File: src/rtl/rc4_phase_sequencer.sv
// rc4_phase_sequencer
// Sequences a chain of NUM_PHASES sub-engines (init, shuffle, decrypt, ...)
// over a range of key candidates. Each phase gets a one-cycle start pulse and
// the shared memory mux selects it until its finish strobe arrives. After the
// last phase, the verdict (key_pass) either ends the search or advances the key.
//
// Ports:
//   clk, rst      - clock, synchronous active-high reset
//   start         - begin a search (IDLE only)
//   abort         - cancel an in-progress search
//   done_ack      - release DONE and clear the flags
//   phase_finish  - per-engine finish strobes
//   key_pass      - verdict of the last engine, valid with its finish strobe
//   phase_start   - per-engine one-cycle start pulse
//   mem_sel       - shared-memory select: 0 when idle, p+1 during phase p
//   key           - current key candidate
//   busy, done, key_found, exhausted, timeout_err - status
module rc4_phase_sequencer #(
  parameter int    NUM_PHASES     = 4,
  parameter int    KEY_WIDTH      = 24,
  parameter longint KEY_FIRST     = 0,
  parameter longint KEY_LAST      = (longint'(1) << KEY_WIDTH) - 1,
  parameter int    TIMEOUT_CYCLES = 0,
  localparam int   SEL_WIDTH      = $clog2(NUM_PHASES + 1)
) (
  input  logic                  clk,
  input  logic                  rst,
  input  logic                  start,
  input  logic                  abort,
  input  logic                  done_ack,
  input  logic [NUM_PHASES-1:0] phase_finish,
  input  logic                  key_pass,
  output logic [NUM_PHASES-1:0] phase_start,
  output logic [SEL_WIDTH-1:0]  mem_sel,
  output logic [KEY_WIDTH-1:0]  key,
  output logic                  busy,
  output logic                  done,
  output logic                  key_found,
  output logic                  exhausted,
  output logic                  timeout_err
);

  localparam int PH_W = $clog2(NUM_PHASES);
  // Watchdog counts 0..TIMEOUT_CYCLES-1 cycles spent in PWAIT.
  localparam int WD_W = (TIMEOUT_CYCLES > 1) ? $clog2(TIMEOUT_CYCLES) : 1;

  localparam logic [PH_W-1:0]      LAST_PH = PH_W'(NUM_PHASES - 1);
  localparam logic [KEY_WIDTH-1:0] KEY_F   = KEY_WIDTH'(KEY_FIRST);
  localparam logic [KEY_WIDTH-1:0] KEY_L   = KEY_WIDTH'(KEY_LAST);
  localparam logic [WD_W-1:0]      WD_LIM  = WD_W'(TIMEOUT_CYCLES - 1);

  typedef enum logic [2:0] {
    IDLE,
    PSTART,
    PWAIT,
    NEXT_KEY,
    DONE
  } state_t;

  state_t               state, state_n;
  logic [PH_W-1:0]      phase, phase_n;
  logic [KEY_WIDTH-1:0] key_n;
  logic [WD_W-1:0]      wdog, wdog_n;
  logic                 found_n, exh_n, to_n;

  always_ff @(posedge clk) begin
    if (rst) begin
      state       <= IDLE;
      phase       <= '0;
      key         <= KEY_F;
      wdog        <= '0;
      key_found   <= 1'b0;
      exhausted   <= 1'b0;
      timeout_err <= 1'b0;
    end else begin
      state       <= state_n;
      phase       <= phase_n;
      key         <= key_n;
      wdog        <= wdog_n;
      key_found   <= found_n;
      exhausted   <= exh_n;
      timeout_err <= to_n;
    end
  end

  always_comb begin
    state_n = state;
    phase_n = phase;
    key_n   = key;
    wdog_n  = wdog;
    found_n = key_found;
    exh_n   = exhausted;
    to_n    = timeout_err;
    case (state)
      IDLE: begin
        if (start) begin
          key_n   = KEY_F;
          phase_n = '0;
          state_n = PSTART;
        end
      end
      PSTART: begin
        // Clear the watchdog so it reads 0 on the first PWAIT cycle.
        wdog_n = '0;
        if (abort) state_n = IDLE;
        else       state_n = PWAIT;
      end
      PWAIT: begin
        if (abort) begin
          state_n = IDLE;
        end else if (phase_finish[phase]) begin
          // A finish on the watchdog's last cycle still counts as a finish.
          if (phase != LAST_PH) begin
            phase_n = phase + 1'b1;
            state_n = PSTART;
          end else if (key_pass) begin
            found_n = 1'b1;
            state_n = DONE;
          end else if (key == KEY_L) begin
            exh_n   = 1'b1;
            state_n = DONE;
          end else begin
            state_n = NEXT_KEY;
          end
        end else if (TIMEOUT_CYCLES > 0) begin
          if (wdog == WD_LIM) begin
            to_n    = 1'b1;
            state_n = DONE;
          end else begin
            wdog_n = wdog + 1'b1;
          end
        end
      end
      NEXT_KEY: begin
        if (abort) begin
          state_n = IDLE;
        end else begin
          // Only reached when key != KEY_LAST, so this never wraps.
          key_n   = key + 1'b1;
          phase_n = '0;
          state_n = PSTART;
        end
      end
      DONE: begin
        if (done_ack) begin
          found_n = 1'b0;
          exh_n   = 1'b0;
          to_n    = 1'b0;
          state_n = IDLE;
        end
      end
      default: state_n = IDLE;
    endcase
  end

  // Outputs decode registered state only.
  always_comb begin
    phase_start = '0;
    if (state == PSTART) phase_start[phase] = 1'b1;
  end

  assign mem_sel = (state == PSTART || state == PWAIT) ?
                   SEL_WIDTH'(phase) + SEL_WIDTH'(1) : '0;
  assign busy    = (state != IDLE) && (state != DONE);
  assign done    = (state == DONE);

endmodule

File: config.mk
export PLATFORM = sky130hd
export DESIGN_NAME = rc4_phase_sequencer
export DESIGN_NICKNAME = d
export VERILOG_FILES = /design/src/rtl/rc4_phase_sequencer.sv
export SDC_FILE = /design/constraint.sdc
export NUM_CORES = 1
export LEC_CHECK = 0
export CORE_MARGIN = 1.5
export CORE_UTILIZATION = 28
export CTS_BUF_LIST = sky130_fd_sc_hd__clkbuf_16
export DETAILED_ROUTE_END_ITERATION = 8
export SLEW_MARGIN = 20
export SYNTH_ARGS = -nofsm -noshare
export SYNTH_HDL_FRONTEND = slang
export SYNTH_SLANG_ARGS = --single-unit
File: constraint.sdc
create_clock -name clk -period 2.55 [get_ports clk]
set_clock_uncertainty 0.1 [all_clocks]
set_input_delay 0.51 -clock clk [delete_from_list [all_inputs] [get_ports clk]]
set_output_delay 0.51 -clock clk [all_outputs]
set_load 0.01 [all_outputs]
# After elaboration in Yosys (flattened, before gate mapping)
# Index checks and enable logic that the tools add are counted.
[word_totals]
word_cells = 78
ff_bits = 31
input_bits = 10
[classes]
mux = 37
n_reduce_logical = 13
eq_ne = 18
add_sub_neg = 3
order_cmp = 2
[op_table]
columns = ["operator", "count"]
rows = [
  ["two-way mux 24 bit", 2],
  ["case mux 24 bit (2 select lines)", 1],
  ["adder 24 x 1 -> 24 bit (second input constant)", 1],
  ["== test 24 bit (second input constant)", 1],
  ["two-way mux 3 bit", 8],
  ["inequality test 2 bit (second input constant)", 11],
  ["case mux 3 bit (5 select lines)", 1],
  ["two-way mux 1 bit", 13],
  ["two-way mux 2 bit", 6],
  ["AND reduction 6 bit", 2],
  ["AND reduction 7 bit", 1],
  ["== test 3 x 2 -> 1 bit (second input constant)", 2],
  ["inequality test 3 bit (second input constant)", 2],
  ["case mux 2 bit (3 select lines)", 1],
  ["AND reduction 3 bit", 2],
  ["nonzero test 3 bit", 2],
  ["two-way mux 4 bit", 1],
  ["case mux 1 bit (2 select lines)", 2],
  ["nonzero test 2 bit", 2],
  ["adder 2 x 1 -> 3 bit (second input constant)", 1],
  ["== test 3 x 1 -> 1 bit (second input constant)", 1],
  ["== test 3 bit (second input constant)", 1],
  ["zero test 3 bit", 1],
  ["< comparator 2 x 3 -> 1 bit (second input constant)", 1],
  ["6 further kinds", 7],
]

# Logic depth before layout (Yosys ltp)
# Gate-level depths: netlist of the first run.
[logic_depth]
word_depth = 7
mapped_depth = 7
ltp_nobuf = 5

# Worst setup path after synthesis of the first run
# OpenSTA, ideal clock, no wires.
[synth_path]
path_type = "input to register"
startpoint = "in start"
endpoint = "reg key[11]"
path_stages = 5
setup_ns = 0.071
arrival_time_ns = 2.022
setup_slack_ns = 0.358
cell_sequence = "or4b_4 -> a211o_1 -> buf_6 -> or4_1 -> a21oi_1"
[synth_via]
elab_chain_cells = 2
[synth_lines]
columns = ["item", "line", "text"]
rows = [
  ["from (decl)", "28", "input logic start,"],
  ["inequality test 2 bit (no line)", "-", ""],
  ["AND reduction 3 bit (no line)", "-", ""],
  ["to (signal assigned)", "78", "key <= key_n;"],
  ["to (decl)", "35", "output logic [KEY_WIDTH-1:0] key,"],
]
# No other way between the ends.
# A chain may end at the register's enable or synchronous reset.

# Worst setup path in the final report of the first run
[layout_path]
startpoint = "reg state[1]"
endpoint = "out mem_sel[0]"
[layout_via]
elab_chain_cells = 3
word_cells_on_any_way = 4
classes_between = "eq/ne: 2; mux: 1; reduce/logical: 1"
[layout_lines]
columns = ["item", "line", "text"]
rows = [
  ["from (decl)", "60", "state_t state, state_n;"],
  ["from (signal assigned)", "76", "state <= state_n;"],
  ["== test 3 x 1 -> 1 bit or == test 3 x 2 -> 1 bit (tied branches)", "-", ""],
  ["logical OR 1 bit *", "162", "assign mem_sel = (state == PSTART || state == PWAIT) ?"],
  ["two-way mux 3 bit *", "162", ""],
  ["to (decl)", "34", "output logic [SEL_WIDTH-1:0] mem_sel,"],
]
# Mark *: on every way between the ends. The rest lies on a longest branch, timed or not.

==> results by group, run 1 <==
Critical path
  – Worst Path Max Fanout: 13
  – Setup CP Type: flip-flop to primary output
  – Crit start category: flip-flop
  – Crit path DAT: 1.83 ns
  – Critical path's slowest cell: dfxtp_1
  – R2R setup slack: 0.24 ns
  – Worst setup path startpoint: state[1]
  – Critical Path Sink Type: primary output
  – Critical R2R Launch: state[1]
  – Max incr delay on CP: 0.54 ns
  – Crit-path cells: nand2b_1 -> a21oi_2 -> and2_1 -> clkdlybuf4s50_1
  – CP required: 1.94 ns

Yosys
  – Post-Syn Nets: 233
  – Avg Cell Area, Syn: 8.288 um^2
  – Ys async rst share: 0%
  – Most frequent cell after synthesis: dfxtp_1
  – Top cell type's share of synthesized area: between 30% and 40%
  – Ys flop type: dfxtp_1
  – Synth Area in Adders: 3.463%
  – Synth top area cells: dfxtp_1 34%, a21oi_1 5.0%, o31ai_1 3.7%
  – Top cells by instance count after synthesis: 31 x dfxtp_1, 18 x a21oi_1, 16 x nand2_1, 14 x nor2_1, 11 x nand3_1
  – Multiplexer area fraction after synthesis: 4.571%
  – Post-synth top area cell: dfxtp_1
  – Cell Area, Synth: 1807 um^2
  – Compound-Gate Fraction of Synth Area: 16.62%
  – Warnings from Yosys: 0
  – Sequential cell area fraction in the yosys report: between 30% and 40%
  – Post-Synthesis Cells: 218
  – Number of synthesized flops with an enable pin: 0
  – Xor/xnor cell area share of the yosys netlist: 2.909%
  – Largest family of logic cells by synthesized area: simple AND/OR/NAND/NOR gates
  – Synth Area in Simple Gates: 32.89%
  – Cell variety after synth: 44
  – Yosys reg bits: 31

Global route
  – Global-route wire length before repair: 7.590 mm
  – Vias in the first global route: 1652
  – GRT Util Overall: 13.33%
  – Largest net degree at the start of global routing: 25
  – Initial antenna violation count: 0
  – Total gr overflow: 0

Routing
  – Via count: 1844
  – First drt pass iteration count: 5
  – Vias per cell: 5.299
  – Routed Antenna Nets: 0
  – DRC: 0
  – Detailed Route WL: 4.751 mm
  – Number of DRC markers in iteration 0: 81
  – Routed WL per cell: 13.65 um

Floorplanning
  – Total core area: between 6000 and 7000 um^2
  – Die Span X: 83.33 um
  – Num rows: 29
  – Starting Density: between 20% and 30%
  – IO Pins: 46
  – Die area: 6944 um^2
  – Die Ht: roughly 83 um

STA
  – Crit share post-route: 95.61%
  – Endpoints failing setup: 0
  – FMAX: 410.2 MHz
  – Max-slew violation count: 0
  – Unrepaired setup endpoints after global routing: no
  – Max_slew headroom: 63.05%
  – Final TNS setup: 0 ns
  – Fin. Hold Viols: 0
  – Min Hold Slack: around 0.37 ns
  – Worst Tran Pin Value: 0.5526 ns
  – Final min period: 2.438 ns

CTS
  – Htree depth: 2
  – CTS buffer count: 5
  – Clock buffer depth: 2
  – CTS tree: built
  – Clock sinks: 31
  – Clock root cell: clkbuf_16
  – # Post-CTS Setup Buffers: 0
  – Worst-path clk slew: 0.05 ns
  – Worst-Skew Late Latency: 0.28 ns

Placement
  – Post-DP HPWL: about 3.3 mm
  – Gpl congestion: 0.8044
  – Port Buffers: 44

Worst hold path
  – Worst hold path startpoint: key_found
  – Worst hold path type: flip-flop to flip-flop

Pwr
  – Pleak: 0.8648 nW
  – Peak supply drop: between 0.0002 and 0.00025 V
  – Power Density: 456.6 nW/um^2

Finish
  – Fin nets: approximately 290
  – Layout Utilization: 41.08%
  – Fraction of layout cells with a size suffix above 1: 10.33%
  – Area delta synth->final: 42.73%
  – Fill count: between 600 and 700
  – ANT cells: 0

Run
  – Max Cap Viol: 0

Run status
  – Outcome: complete, no violations
## power breakdown
group	switching [mW]	total (mW)	internal [mW]
sequential	0.0105	0.501	0.491
combinational	0.0600	0.119	0.0592
clock	0.205	0.557	0.352
## worst paths after layout
| check | endpoint | cells after the start |
|---|---|---|
| worst max register to register | key[12] | 5 |
| worst min-delay path | key_found | 2 |
| worst min register to register | key_found | 2 |
| worst max-delay path | mem_sel[0] | 4 |
## metal layers
metal  share of wire, %  track usage [%]  vias to the layer above  wire, um
met4                1.2            4.545                        0        59
met2                 48            23.13                       55      2259
met5                  0                0                        -         0
met1                 46            15.96                      868      2174
met3                5.4            3.380                        7       258
li1                   -                -                      914         -
## area by class of cell
type                       instances  area, um^2  share of cell area [%]
multi-input combinational        166        1115                   43.23
sequential                        31       621.8                   24.11
timing repair buffer              58       578.1                   22.42
clock buffer                       5       125.1                   4.852
tap                               77       96.34                   3.736
inverter                           8       30.03                   1.164
clock inverter                     3       12.51                  0.4852
## flip-flops by register name, summed over array words and instances, names as in the netlist
name,cells
key,24
state,3
phase,2
exhausted,1
key_found,1
## worst max-delay path, delay by kind of cell, from the launching register on
family,cells,cell delay (ns)
AOI/OAI and AO/OA,1,0.19
and+or+nand+nor,2,0.29
DFF,1,0.54
buffers and inverters,1,0.54
## logic make-up after synthesis
family                     count (synthesis)
DFF                                       31
muxes                                      7
AOI/OAI and AO/OA                         46
and+or+nand+nor                          101
adders and majority gates                  5
xor gates and xnor gates                   6
buffers and inverters                     21
other                                      1
## layout by cell type, fill, tap and decap left out, types with 2 or more instances in the layout
cell / n
clkdlybuf4s50_1: 43
dfxtp_1: 30
a21oi_1: 16
nand2_1: 16
nor2_1: 13
buf_4: 12
nand3_1: 11
inv_1: 10
o31ai_1: 9
and2_1: 8
or4_1: 8
or3_1: 7
o21ai_0: 6
mux2i_1: 6
clkbuf_16: 6
nand4_1: 5
nor4_1: 5
ha_1: 5
nand2b_1: 4
and3_1: 4
xor2_1: 4
and4_1: 4
nor4b_1: 3
a21oi_2: 2
a211oi_1: 2
nor4bb_1: 2
o2111ai_1: 2
xnor2_1: 2
nor3_1: 2
nor2b_1: 2
nor3b_1: 2
o2bb2ai_1: 2
## repair_timing
action                                  in CTS  in global routing
endpoints found under the setup margin       0                 12
hold buffers                                 0                  0
gates resized for setup                      0                  6
## through the flow
step | worst slack (ns) | total power, mW | std cells | instance area [um^2]
3_3_place_gp | -0.1925 | 0.6274 | 339 | 2394
2_1_floorplan | 0.3575 | 0.5724 | 218 | 1807
6_report | 0.1121 | 1.177 | 348 | 2579
5_1_grt | 0.01813 | 1.222 | 348 | 2579
3_5_place_dp | -0.2463 | 0.6280 | 339 | 2394
4_1_cts | 0.02709 | 1.194 | 347 | 2531
(Power assumes the default switching activity.)
==> run 2: changes to the inputs <==
--- a/config.mk
+++ b/config.mk
@@ -9,6 +9,7 @@
 export CORE_UTILIZATION = 28
 export CTS_BUF_LIST = sky130_fd_sc_hd__clkbuf_16
 export DETAILED_ROUTE_END_ITERATION = 8
+export GPL_TIMING_DRIVEN = 1
 export SLEW_MARGIN = 20
 export SYNTH_ARGS = -nofsm -noshare
 export SYNTH_HDL_FRONTEND = slang
==> results of run 2 <==
Final layout, timing and power as in run 1 (identical DEF).
==> run 3: changes to the inputs <==
--- a/config.mk
+++ b/config.mk
@@ -5,12 +5,10 @@
 export SDC_FILE = /design/constraint.sdc
 export NUM_CORES = 1
 export LEC_CHECK = 0
-export CORE_MARGIN = 1.5
 export CORE_UTILIZATION = 28
 export CTS_BUF_LIST = sky130_fd_sc_hd__clkbuf_16
 export DETAILED_ROUTE_END_ITERATION = 8
 export GPL_TIMING_DRIVEN = 1
-export SLEW_MARGIN = 20
 export SYNTH_ARGS = -nofsm -noshare
 export SYNTH_HDL_FRONTEND = slang
 export SYNTH_SLANG_ARGS = --single-unit
==> results by group, run 3 (synthesized netlist as in run 1, its figures left out) <==
Floorplanning
  – Die area: 6778 um^2 (-2.4%)
  – Num rows: 28 (-3.4%)
  – Die Ht: 82.33 um (-1.2%)
  – Total core area: 6061 um^2 (-3.4%)
  – Die Span X: 82.33 um (-1.2%)
  – Starting Density: 29.81% (+1.0 points)
  – IO Pins: 46 (unchanged)

CTS
  – CTS tree: built
  – Post-CTS Hold Buffers: 0 (unchanged)
  – # Post-CTS Setup Buffers: 0 (unchanged)
  – Clock root cell: clkbuf_16
  – Worst-path clk slew: 0.05 ns (about the same)
  – CTS buffer count: 5 (unchanged)
  – Htree depth: 2 (unchanged)
  – Worst-Skew Late Latency: 0.27 ns (about the same)
  – Clock sinks: 31 (unchanged)
  – Clock buffer depth: 2 (unchanged)

Finish
  – Fin nets: 284 (-0.35%)
  – ANT cells: 0 (unchanged)
  – Area of the multi-input gates: 1096 um^2 (-1.7%)
  – Max reg flops: 24 (unchanged)
  – Fraction of layout cells with a size suffix above 1: 9.259% (-1.1 points)
  – Commonest non-fill, non-tap cells in the layout: 43 x clkdlybuf4s50_1, 28 x dfxtp_1, 18 x a21oi_1
  – Area delta synth->final: 41.00%
  – Most common cell after layout, fill and taps aside: clkdlybuf4s50_1
  – Register area: 624.3 um^2 (+0.40%)
  – Final std cell area, no fill: 2547 um^2 (-1.2%)
  – Register bank with the most flops: key
  – Largest regs: key x24, state x3, phase x2
  – Fill count: 618 (-7.6%)

Pwr
  – Psw: 268.3 uW (-2.6%)
  – Switching part of the total power: 22.86% (-0.55 points)
  – Clock power share: 46.8% (-0.5 points)
  – Total chip power: 1.174 mW (-0.32%)
  – Reg power frac: 42.7% (about the same)
  – Cell internal pwr: 905.3 uW (+0.39%)
  – Power Density: 460.7 nW/um^2 (+0.90%)
  – Peak supply drop: 0.0002366 V (-3.5%)
  – Gate power share: 10.4% (+0.3 points)
  – Pleak: 0.8545 nW (-1.2%)

Critical path
  – CP required: 1.94 ns (about the same)
  – Max incr delay on CP: 0.53 ns (about the same)
  – Crit-path cells: nand2b_1 -> a21oi_1 -> and2_1 -> clkdlybuf4s50_1
  – Setup CP Type: flip-flop to primary output
  – Crit start category: flip-flop
  – R2R setup slack: 0.34 ns (+0.10 ns)
  – Critical Path Sink Type: primary output
  – Worst Path Max Fanout: 13 (unchanged)
  – Crit path DAT: 1.79 ns (-0.04 ns)
  – Critical path's slowest cell: clkdlybuf4s50_1

STA
  – Max_slew headroom: 67.31% (+4.3 points)
  – Crit share post-route: 94.12% (-1.5 points)
  – FMAX: 416.7 MHz (+1.6%)
  – Max-slew violation count: 0 (unchanged)
  – Fin. Hold Viols: 0 (unchanged)
  – Min Hold Slack: 0.3716 ns (+0.0004340 ns)
  – Worst Tran Pin Value: 0.4835 ns (-0.06903 ns)
  – Endpoints failing setup: 0 (unchanged)
  – Final min period: 2.400 ns (-0.03791 ns)
  – Unrepaired setup endpoints after global routing: no

Worst hold path
  – Worst hold path type: flip-flop to flip-flop

Routing
  – First drt pass iteration count: 4 (-1)
  – Routed Antenna Nets: 0 (unchanged)
  – Routed WL per cell: 13.25 um (-3.0%)
  – Vias per cell: 5.165 (-2.5%)
  – Via count: 1782 (-3.4%)
  – Number of DRC markers in iteration 0: 43 (-47%)
  – DRC: 0 (unchanged)
  – Detailed Route WL: 4.571 mm (-3.8%)

Global route
  – Total gr overflow: 0 (unchanged)
  – Global-route wire length before repair: 7.348 mm (-3.2%)
  – Initial antenna violation count: 0 (unchanged)
  – Vias in the first global route: 1574 (-4.7%)
  – GRT Util Overall: 14.12% (+0.79 points)
  – Largest net degree at the start of global routing: 25 (unchanged)

Placement
  – Area after DPL: 2404 um^2 (+0.42%)
  – Port Buffers: 44 (unchanged)
  – Gpl congestion: 0.8432 (+4.8%)
  – Post-DP HPWL: 3.336 mm (+1.7%)

Run status
  – Outcome: complete, no violations

Run
  – Max Cap Viol: 0 (unchanged)
==> run 3: worst paths after layout <==
check                                from          to  cells past startpoint
worst max-delay path             state[1]  mem_sel[0]                      4
worst max register to register   state[0]     key[16]                      5
worst min-delay path            key_found   key_found                      2
worst min register to register  key_found   key_found                      2
==> run 3: routing by layer <==
metal | vias up | GRT usage, % | wire, um
li1 | 913 | - | -
met1 | 825 | 17.62 | 2169
met2 | 40 | 24.30 | 2201
met3 | 4 | 3.187 | 175
met4 | 0 | 3.684 | 25
met5 | - | 0 | 0
==> run 3: final cells by class <==
class / count / area share [%]
multi-input cells: 166 / 43.03
clock buffers: 5 / 4.912
inverters: 8 / 1.179
flip-flops and latches: 31 / 24.51
clock inverters: 3 / 0.4912
repair buffers: 57 / 22.20
well taps: 75 / 3.684
==> run 3: critical path, delay by kind of cell (launching register included) <==
family / cells / cell delay, ns
flip-flops: 1 / 0.37
AND/OR/NAND/NOR: 2 / 0.37
AO/OA/AOI/OAI: 1 / 0.23
buffers and inverters: 1 / 0.53
==> run 3: timing repair <==
action                                  4_1_cts  5_1_grt
resized for setup                             0        4
endpoints found under the setup margin        0       10
hold endpoints to repair                      0        0
==> run 3: through the flow <==
step	setup TNS (ns)	setup slack [ns]	instances	utilization [%]
2_1_floorplan	0	0.3575	218	-
6_report	0	0.1500	345	42.03
3_3_place_gp	-1.987	-0.1972	337	39.66
3_5_place_dp	-2.213	-0.2174	337	39.66
4_1_cts	0	0.01681	345	41.93
5_1_grt	0	0.06705	345	42.03
==> run 3: power groups by stage <==
| stage | registers [mW] | clock network (mW) | logic (mW) |
|---|---|---|---|
| 4_1_cts | 0.501 | 0.564 | 0.124 |
| 5_1_grt | 0.503 | 0.585 | 0.135 |
| 2_1_floorplan | 0.505 | 0 | 0.0673 |
| 6_report | 0.502 | 0.550 | 0.122 |
| 3_5_place_dp | 0.511 | 0 | 0.122 |
| 3_3_place_gp | 0.511 | 0 | 0.122 |
